<file path="config.mk">
export PLATFORM = sky130hd
export DESIGN_NAME = controle_acesso_fun
export DESIGN_NICKNAME = d
export VERILOG_FILES = /design/src/rtl/controle_acesso_fun_pkg.sv /design/src/rtl/controle_acesso_fun_decodificador_perfil.sv /design/src/rtl/controle_acesso_fun.sv
export SDC_FILE = /design/constraint.sdc
export NUM_CORES = 1
export LEC_CHECK = 0
export ABC_AREA = 1
export BUFFER_PORTS_ARGS = -buffer_cell sky130_fd_sc_hd__buf_4
export CORE_MARGIN = 2
export CORE_UTILIZATION = 45
export CTS_CLUSTER_DIAMETER = 100
export DETAILED_ROUTE_END_ITERATION = 10
export HOLD_SLACK_MARGIN = 0.12
export PLACE_DENSITY = 0.74
export SYNTH_ARGS = -nofsm -noshare
export SYNTH_HDL_FRONTEND = slang
export SYNTH_SLANG_ARGS = --single-unit
</file>
<file path="constraint.sdc">
create_clock -name clk -period 1.8 [get_ports clk]
set_clock_uncertainty 0.05 [all_clocks]
set_input_delay 0.18 -clock clk [delete_from_list [all_inputs] [get_ports clk]]
set_output_delay 0.18 -clock clk [all_outputs]
set_load 0.03 [all_outputs]
</file>
<file path="src/rtl/controle_acesso_fun_pkg.sv">
// Shared definitions for the function access controller: profile codes,
// profile indices, FSM state constants and reset permission masks.
package controle_acesso_fun_pkg;

  localparam logic [2:0] PERFIL_ADM    = 3'b101;
  localparam logic [2:0] PERFIL_USER   = 3'b001;
  localparam logic [2:0] PERFIL_TESTER = 3'b011;
  localparam logic [2:0] PERFIL_GUEST  = 3'b110;
  localparam logic [2:0] PERFIL_AUTO   = 3'b000;

  localparam int NUM_PERFIS = 5;

  typedef enum logic [2:0] {
    IDX_ADM    = 3'd0,
    IDX_USER   = 3'd1,
    IDX_TESTER = 3'd2,
    IDX_GUEST  = 3'd3,
    IDX_AUTO   = 3'd4
  } perfil_idx_t;

  localparam logic [1:0] ST_IDLE  = 2'd0;
  localparam logic [1:0] ST_CHECK = 2'd1;
  localparam logic [1:0] ST_RESP  = 2'd2;
  localparam logic [1:0] ST_LOCK  = 2'd3;

  // Bit i-1 enables function i; wider NUM_FUN simply takes more low bits.
  localparam logic [31:0] MASK_ADM_RST    = 32'hFFFF_FFFF;
  localparam logic [31:0] MASK_USER_RST   = 32'h0000_002D;
  localparam logic [31:0] MASK_TESTER_RST = 32'h0000_002F;
  localparam logic [31:0] MASK_GUEST_RST  = 32'h0000_0021;
  localparam logic [31:0] MASK_AUTO_RST   = 32'h0000_0000;

  function automatic logic [31:0] mask_default(input int idx);
    logic [31:0] m;
    case (idx)
      0:       m = MASK_ADM_RST;
      1:       m = MASK_USER_RST;
      2:       m = MASK_TESTER_RST;
      3:       m = MASK_GUEST_RST;
      default: m = MASK_AUTO_RST;
    endcase
    return m;
  endfunction

endpackage

</file>
<file path="src/rtl/controle_acesso_fun_decodificador_perfil.sv">
// Combinational 3-bit profile code decoder: table index plus a valid flag.
module decodificador_perfil
  import controle_acesso_fun_pkg::*;
(
  input  logic [2:0]  codigo,
  output perfil_idx_t idx,
  output logic        valido
);

  always_comb begin
    idx    = IDX_AUTO;
    valido = 1'b1;
    case (codigo)
      PERFIL_ADM:    idx = IDX_ADM;
      PERFIL_USER:   idx = IDX_USER;
      PERFIL_TESTER: idx = IDX_TESTER;
      PERFIL_GUEST:  idx = IDX_GUEST;
      PERFIL_AUTO:   idx = IDX_AUTO;
      default:       valido = 1'b0;
    endcase
  end

endmodule

</file>
<file path="src/rtl/controle_acesso_fun.sv">
// Per-profile function access controller with request/response handshakes,
// reprogrammable permission masks and lockout after repeated denials.
module controle_acesso_fun
  import controle_acesso_fun_pkg::*;
#(
  parameter int NUM_FUN     = 7,
  parameter int FUN_W       = 3,
  parameter int MAX_FALHAS  = 3,
  parameter int LOCK_CICLOS = 16
) (
  input  logic               clk,
  input  logic               rst_n,
  input  logic               req_valid,
  output logic               req_ready,
  input  logic [2:0]         req_perfil,
  input  logic [FUN_W-1:0]   req_fun,
  output logic               resp_valid,
  input  logic               resp_ready,
  output logic               resp_ok,
  output logic [FUN_W-1:0]   resp_fun,
  output logic               bloqueado,
  input  logic               cfg_we,
  input  logic [2:0]         cfg_perfil,
  input  logic [NUM_FUN-1:0] cfg_mask
);

  localparam int CNT_W = $clog2(MAX_FALHAS + 1);
  localparam int TMR_W = $clog2(LOCK_CICLOS + 1);
  localparam logic [CNT_W-1:0] CNT_MAX  = CNT_W'(MAX_FALHAS);
  localparam logic [TMR_W-1:0] TMR_LOAD = TMR_W'(LOCK_CICLOS);

  logic [1:0]         state_reg, state_next;
  logic [2:0]         perfil_reg;
  logic [FUN_W-1:0]   fun_reg;
  logic [CNT_W-1:0]   cnt_reg, cnt_next;
  logic [TMR_W-1:0]   timer_reg, timer_next;
  logic               ok_reg, ok_next;
  logic [FUN_W-1:0]   fun_resp_reg, fun_resp_next;
  logic [NUM_FUN-1:0] mask_reg [NUM_PERFIS];

  perfil_idx_t        req_idx, cfg_idx;
  logic               req_valido, cfg_valido;
  logic [NUM_FUN-1:0] mask_sel;
  logic               mask_bit;
  logic               grant;
  logic               captura;

  decodificador_perfil u_dec_req (
    .codigo (perfil_reg),
    .idx    (req_idx),
    .valido (req_valido)
  );

  decodificador_perfil u_dec_cfg (
    .codigo (cfg_perfil),
    .idx    (cfg_idx),
    .valido (cfg_valido)
  );

  // Grant reads the registered masks, so a cfg write landing on the CHECK
  // edge only becomes visible to the following evaluation.
  always_comb begin
    mask_sel = mask_reg[req_idx];
    mask_bit = 1'b0;
    for (int i = 0; i < NUM_FUN; i++) begin
      if (int'(fun_reg) == i + 1) mask_bit = mask_sel[i];
    end
    grant = req_valido && mask_bit;
  end

  always_ff @(posedge clk or negedge rst_n) begin
    if (!rst_n) begin
      for (int p = 0; p < NUM_PERFIS; p++) begin
        mask_reg[p] <= NUM_FUN'(mask_default(p));
      end
    end else if (cfg_we && cfg_valido) begin
      for (int p = 0; p < NUM_PERFIS; p++) begin
        if (int'(cfg_idx) == p) mask_reg[p] <= cfg_mask;
      end
    end
  end

  always_comb begin
    state_next    = state_reg;
    cnt_next      = cnt_reg;
    timer_next    = timer_reg;
    ok_next       = ok_reg;
    fun_resp_next = fun_resp_reg;
    captura       = 1'b0;
    case (state_reg)
      ST_IDLE: begin
        if (req_valid) begin
          captura    = 1'b1;
          state_next = ST_CHECK;
        end
      end
      ST_CHECK: begin
        ok_next       = grant;
        fun_resp_next = grant ? fun_reg : '0;
        if (grant) begin
          cnt_next = '0;
        end else if (cnt_reg != CNT_MAX) begin
          cnt_next = cnt_reg + 1'b1;
        end
        state_next = ST_RESP;
      end
      ST_RESP: begin
        if (resp_ready) begin
          if (cnt_reg == CNT_MAX) begin
            state_next = ST_LOCK;
            timer_next = TMR_LOAD;
            cnt_next   = '0;
          end else begin
            state_next = ST_IDLE;
          end
        end
      end
      ST_LOCK: begin
        timer_next = (timer_reg != '0) ? timer_reg - 1'b1 : '0;
        if (timer_reg <= TMR_W'(1)) state_next = ST_IDLE;
      end
      default: state_next = ST_IDLE;
    endcase
  end

  always_ff @(posedge clk or negedge rst_n) begin
    if (!rst_n) begin
      state_reg    <= ST_IDLE;
      cnt_reg      <= '0;
      timer_reg    <= '0;
      ok_reg       <= 1'b0;
      fun_resp_reg <= '0;
    end else begin
      state_reg    <= state_next;
      cnt_reg      <= cnt_next;
      timer_reg    <= timer_next;
      ok_reg       <= ok_next;
      fun_resp_reg <= fun_resp_next;
    end
  end

  always_ff @(posedge clk or negedge rst_n) begin
    if (!rst_n) begin
      perfil_reg <= '0;
      fun_reg    <= '0;
    end else if (captura) begin
      perfil_reg <= req_perfil;
      fun_reg    <= req_fun;
    end
  end

  assign req_ready  = (state_reg == ST_IDLE);
  assign bloqueado  = (state_reg == ST_LOCK);
  assign resp_valid = (state_reg == ST_RESP);
  assign resp_ok    = (state_reg == ST_RESP) && ok_reg;
  assign resp_fun   = (state_reg == ST_RESP) ? fun_resp_reg : '0;

endmodule

</file>
==> metrics.yaml <==
setup_viol: 6
synth_xor_area_frac: 0.00318
die_w_um: 82.3
synth_area_mm2: 0.00276
synth_top_cell_area_share: 0.327
core_area_mm2: 0.00592
synth_top_family_by_area: "simple AND/OR/NAND/NOR gates"
finalMaxSlewViolations: 0
clk_path_buf_depth: 2
clkSlewWorstSetupHoldPaths_ns: 0.10
gp_congestion: 0.843
dp_hpwl_mm: 4.53
num_rows: 28
route.detailed.drc: 0
syn-num-nets: 381
grt_use_met1: 0.292
pin_count: 28
fmax_ghz: 0.513
fin_util: 0.587
grt_first_pass_wirelength_mm: 10.7
ys_types: 30
grt_pass1_vias: 2347
status: "finished with violations"
synth_mux_area_frac: 0
fin_setup_tns_ns: -0.628
synth_ff_type: "dfrtp_1"
p_per_area_mw_per_mm2: 1510
ys_warn_count: 0
worstPathArrival_ns: 2.11
top_usage_layer: "met2"
synth_top_cell_by_area: "dfrtp_1"
cts_buffers: 5
antenna_found_initial: 0
synth.ff_latch_count: 54
min_path_type: "primary input to flop"
drive_above_1_share: 0.235
grt_usage: 0.204
n_antenna_cell: 0
syn_to_final_growth_pct: 26.1
die_area_mm2: 0.00677
synth-edff-count: 0
grt_start_max_net_pins: 55
worst_hold_slack_ns: 0.121
cts_tree: "built"
start_kind: "flop"
synth_compound_area_frac: 0.140
routed_via_density: 4.99
port_buffers: 27
overflow: 0
worstPathMaxFanout: 5
yosysSeqAreaShare: 0.498
nets: 444
antenna_left: 0
netlist_instances: 357
p_leak_uw: 0.00174
setup.worst_path.end_class: "flop"
ir_drop_mv: 0.787
wl_mm: 6.25
rsz0062_at_grt: "yes"
use_met2: 0.319
cp.required_ns: 1.97
drv_cap: 0
synthTopCellsByArea: "dfrtp_1 (33%), dfstp_2 (17%), nand2_1 (14%)"
drt_iter0_drc: 114
final_common_cell: "nand2_1"
final_cell_mix: "nand2_1 (100), buf_4 (50), inv_1 (47), o21ai_0 (42), dfrtp_1 (35)"
critPathKind: "flop to flop"
violations: "setup timing"
largest_reg_flops: 35
hold_viol_final: 0
worst_pin_slew_ns: 0.678
dpl-instance-area_mm2: 0.00319
die_h_um: 82.3
timing.final.crit_share: 1.08
cts_max_level: 2
worst_slack_ns: -0.148
postSynthAreaPerCell_um2: 7.72
synthAdderAreaFrac: 0.0136
clk-insertion-delay-late_ns: 0.32
ys_async_sr_fraction: 1.00
synth-simple-area-share: 0.258
vias: 2475
post_drt_wl_per_cell_um: 12.6
gr-usage-met3: 0.0359
nFillCells: 568
finalInstanceArea_mm2: 0.00347
cts_root_buffer: "clkbuf_8"
drt_first_pass_iters: 4
start_util: 0.466
cts_num_sinks: 54
maxSlewHeadroom: 0.548
layout_min_cycle_time_ns: 1.95
## worst max-delay path, stage by stage (launching register included)
cell and delay [ns]:
dfrtp_1 0.41, buf_6 0.14, nand2_8 0.07, o21ai_4 0.22, buf_4 0.18, nand2_1 0.05, nand3_1 0.07, nand3_1 0.08
nand2_1 0.06, nand2_1 0.06, nand2_1 0.06, nand2_1 0.06, nand2_2 0.07, nand2_2 0.07, nand2_1 0.07, nand2_1 0.06
nand2_1 0.05, nand2_1 0.05
## metrics by stage
step           setup slack (ns)  total power (µW)  std cells
4_1_cts                  -0.165              5120        495
3_3_place_gp             -0.114              4250        474
5_1_grt                  -0.361              5710        496
2_1_floorplan            0.0221              3470        357
3_5_place_dp             -0.134              4320        474
6_report                 -0.148              5230        496
## cell usage after synthesis, types with 2 or more instances
| master | n |
|---|---|
| buf_6 | 2 |
| inv_1 | 47 |
| o22ai_1 | 3 |
| nand4_1 | 4 |
| nand3_2 | 2 |
| nor3_1 | 3 |
| ha_1 | 3 |
| nand2_2 | 2 |
| inv_2 | 5 |
| a21oi_1 | 11 |
| a31oi_1 | 2 |
| o21a_1 | 2 |
| dfstp_2 | 18 |
| o21ai_0 | 44 |
| nand2_4 | 2 |
| nand3_1 | 22 |
| clkbuf_1 | 6 |
| dfrtp_1 | 36 |
| nor2_1 | 32 |
| nand2_1 | 101 |
## final timing paths
kind / startpoint / endpoint / slack [ns] / cells past startpoint
max in group asynchronous: rst_n / perfil_reg[1] / 0.85 / 2
worst min register to register: mask_reg[25] / mask_reg[25] / 0.45 / 2
worst max-delay path: perfil_reg[0] / cnt_reg[1] / -0.15 / 17
worst min-delay path: cfg_mask[5] / mask_reg[19] / 0.12 / 3
worst max register to register: perfil_reg[0] / cnt_reg[1] / -0.15 / 17
min in group asynchronous: rst_n / timer_reg[4] / 0.38 / 2
## power by group
| group | internal (µW) | leakage (µW) | switching (µW) | total (µW) |
|---|---|---|---|---|
| combinational | 1120 | 0.00106 | 1560 | 2680 |
| sequential | 1600 | 0.000633 | 231 | 1830 |
| clock | 282 | 0.0000483 | 435 | 717 |
| total | 3000 | 0.00174 | 2230 | 5230 |
## repair_timing
action	4_1_cts	5_1_grt
buffers inserted	1	1
pin swaps	1	1
hold buffers	12	0
endpoints found under the setup margin	6	7
resized for setup	3	12
hold endpoints to repair	47	0
## final cells by class
class	instances	area (µm²)	area share
Tap cell	75	93.8	0.0270
Inverter	52	200	0.0576
Clock buffer	5	68.8	0.0198
Multi-Input combinational cell	243	1190	0.343
Clock inverter	3	26.3	0.00756
Sequential cell	54	1380	0.396
Timing Repair Buffer	64	518	0.149
## cells by family after synthesis
family / Yosys count
AO/OA/AOI/OAI: 70
buffers and inverters: 60
flip-flops: 54
XOR/XNOR: 1
AND/OR/NAND/NOR: 169
adder cells (fa/ha/maj): 3
## metal layers
metal / vias up / share of wire
li1: 1272 / -
met1: 1144 / 0.50
met2: 52 / 0.45
met3: 7 / 0.040
met4: 0 / 0.012
met5: - / 0
No activity file was read; power rests on OpenSTA's default activity.
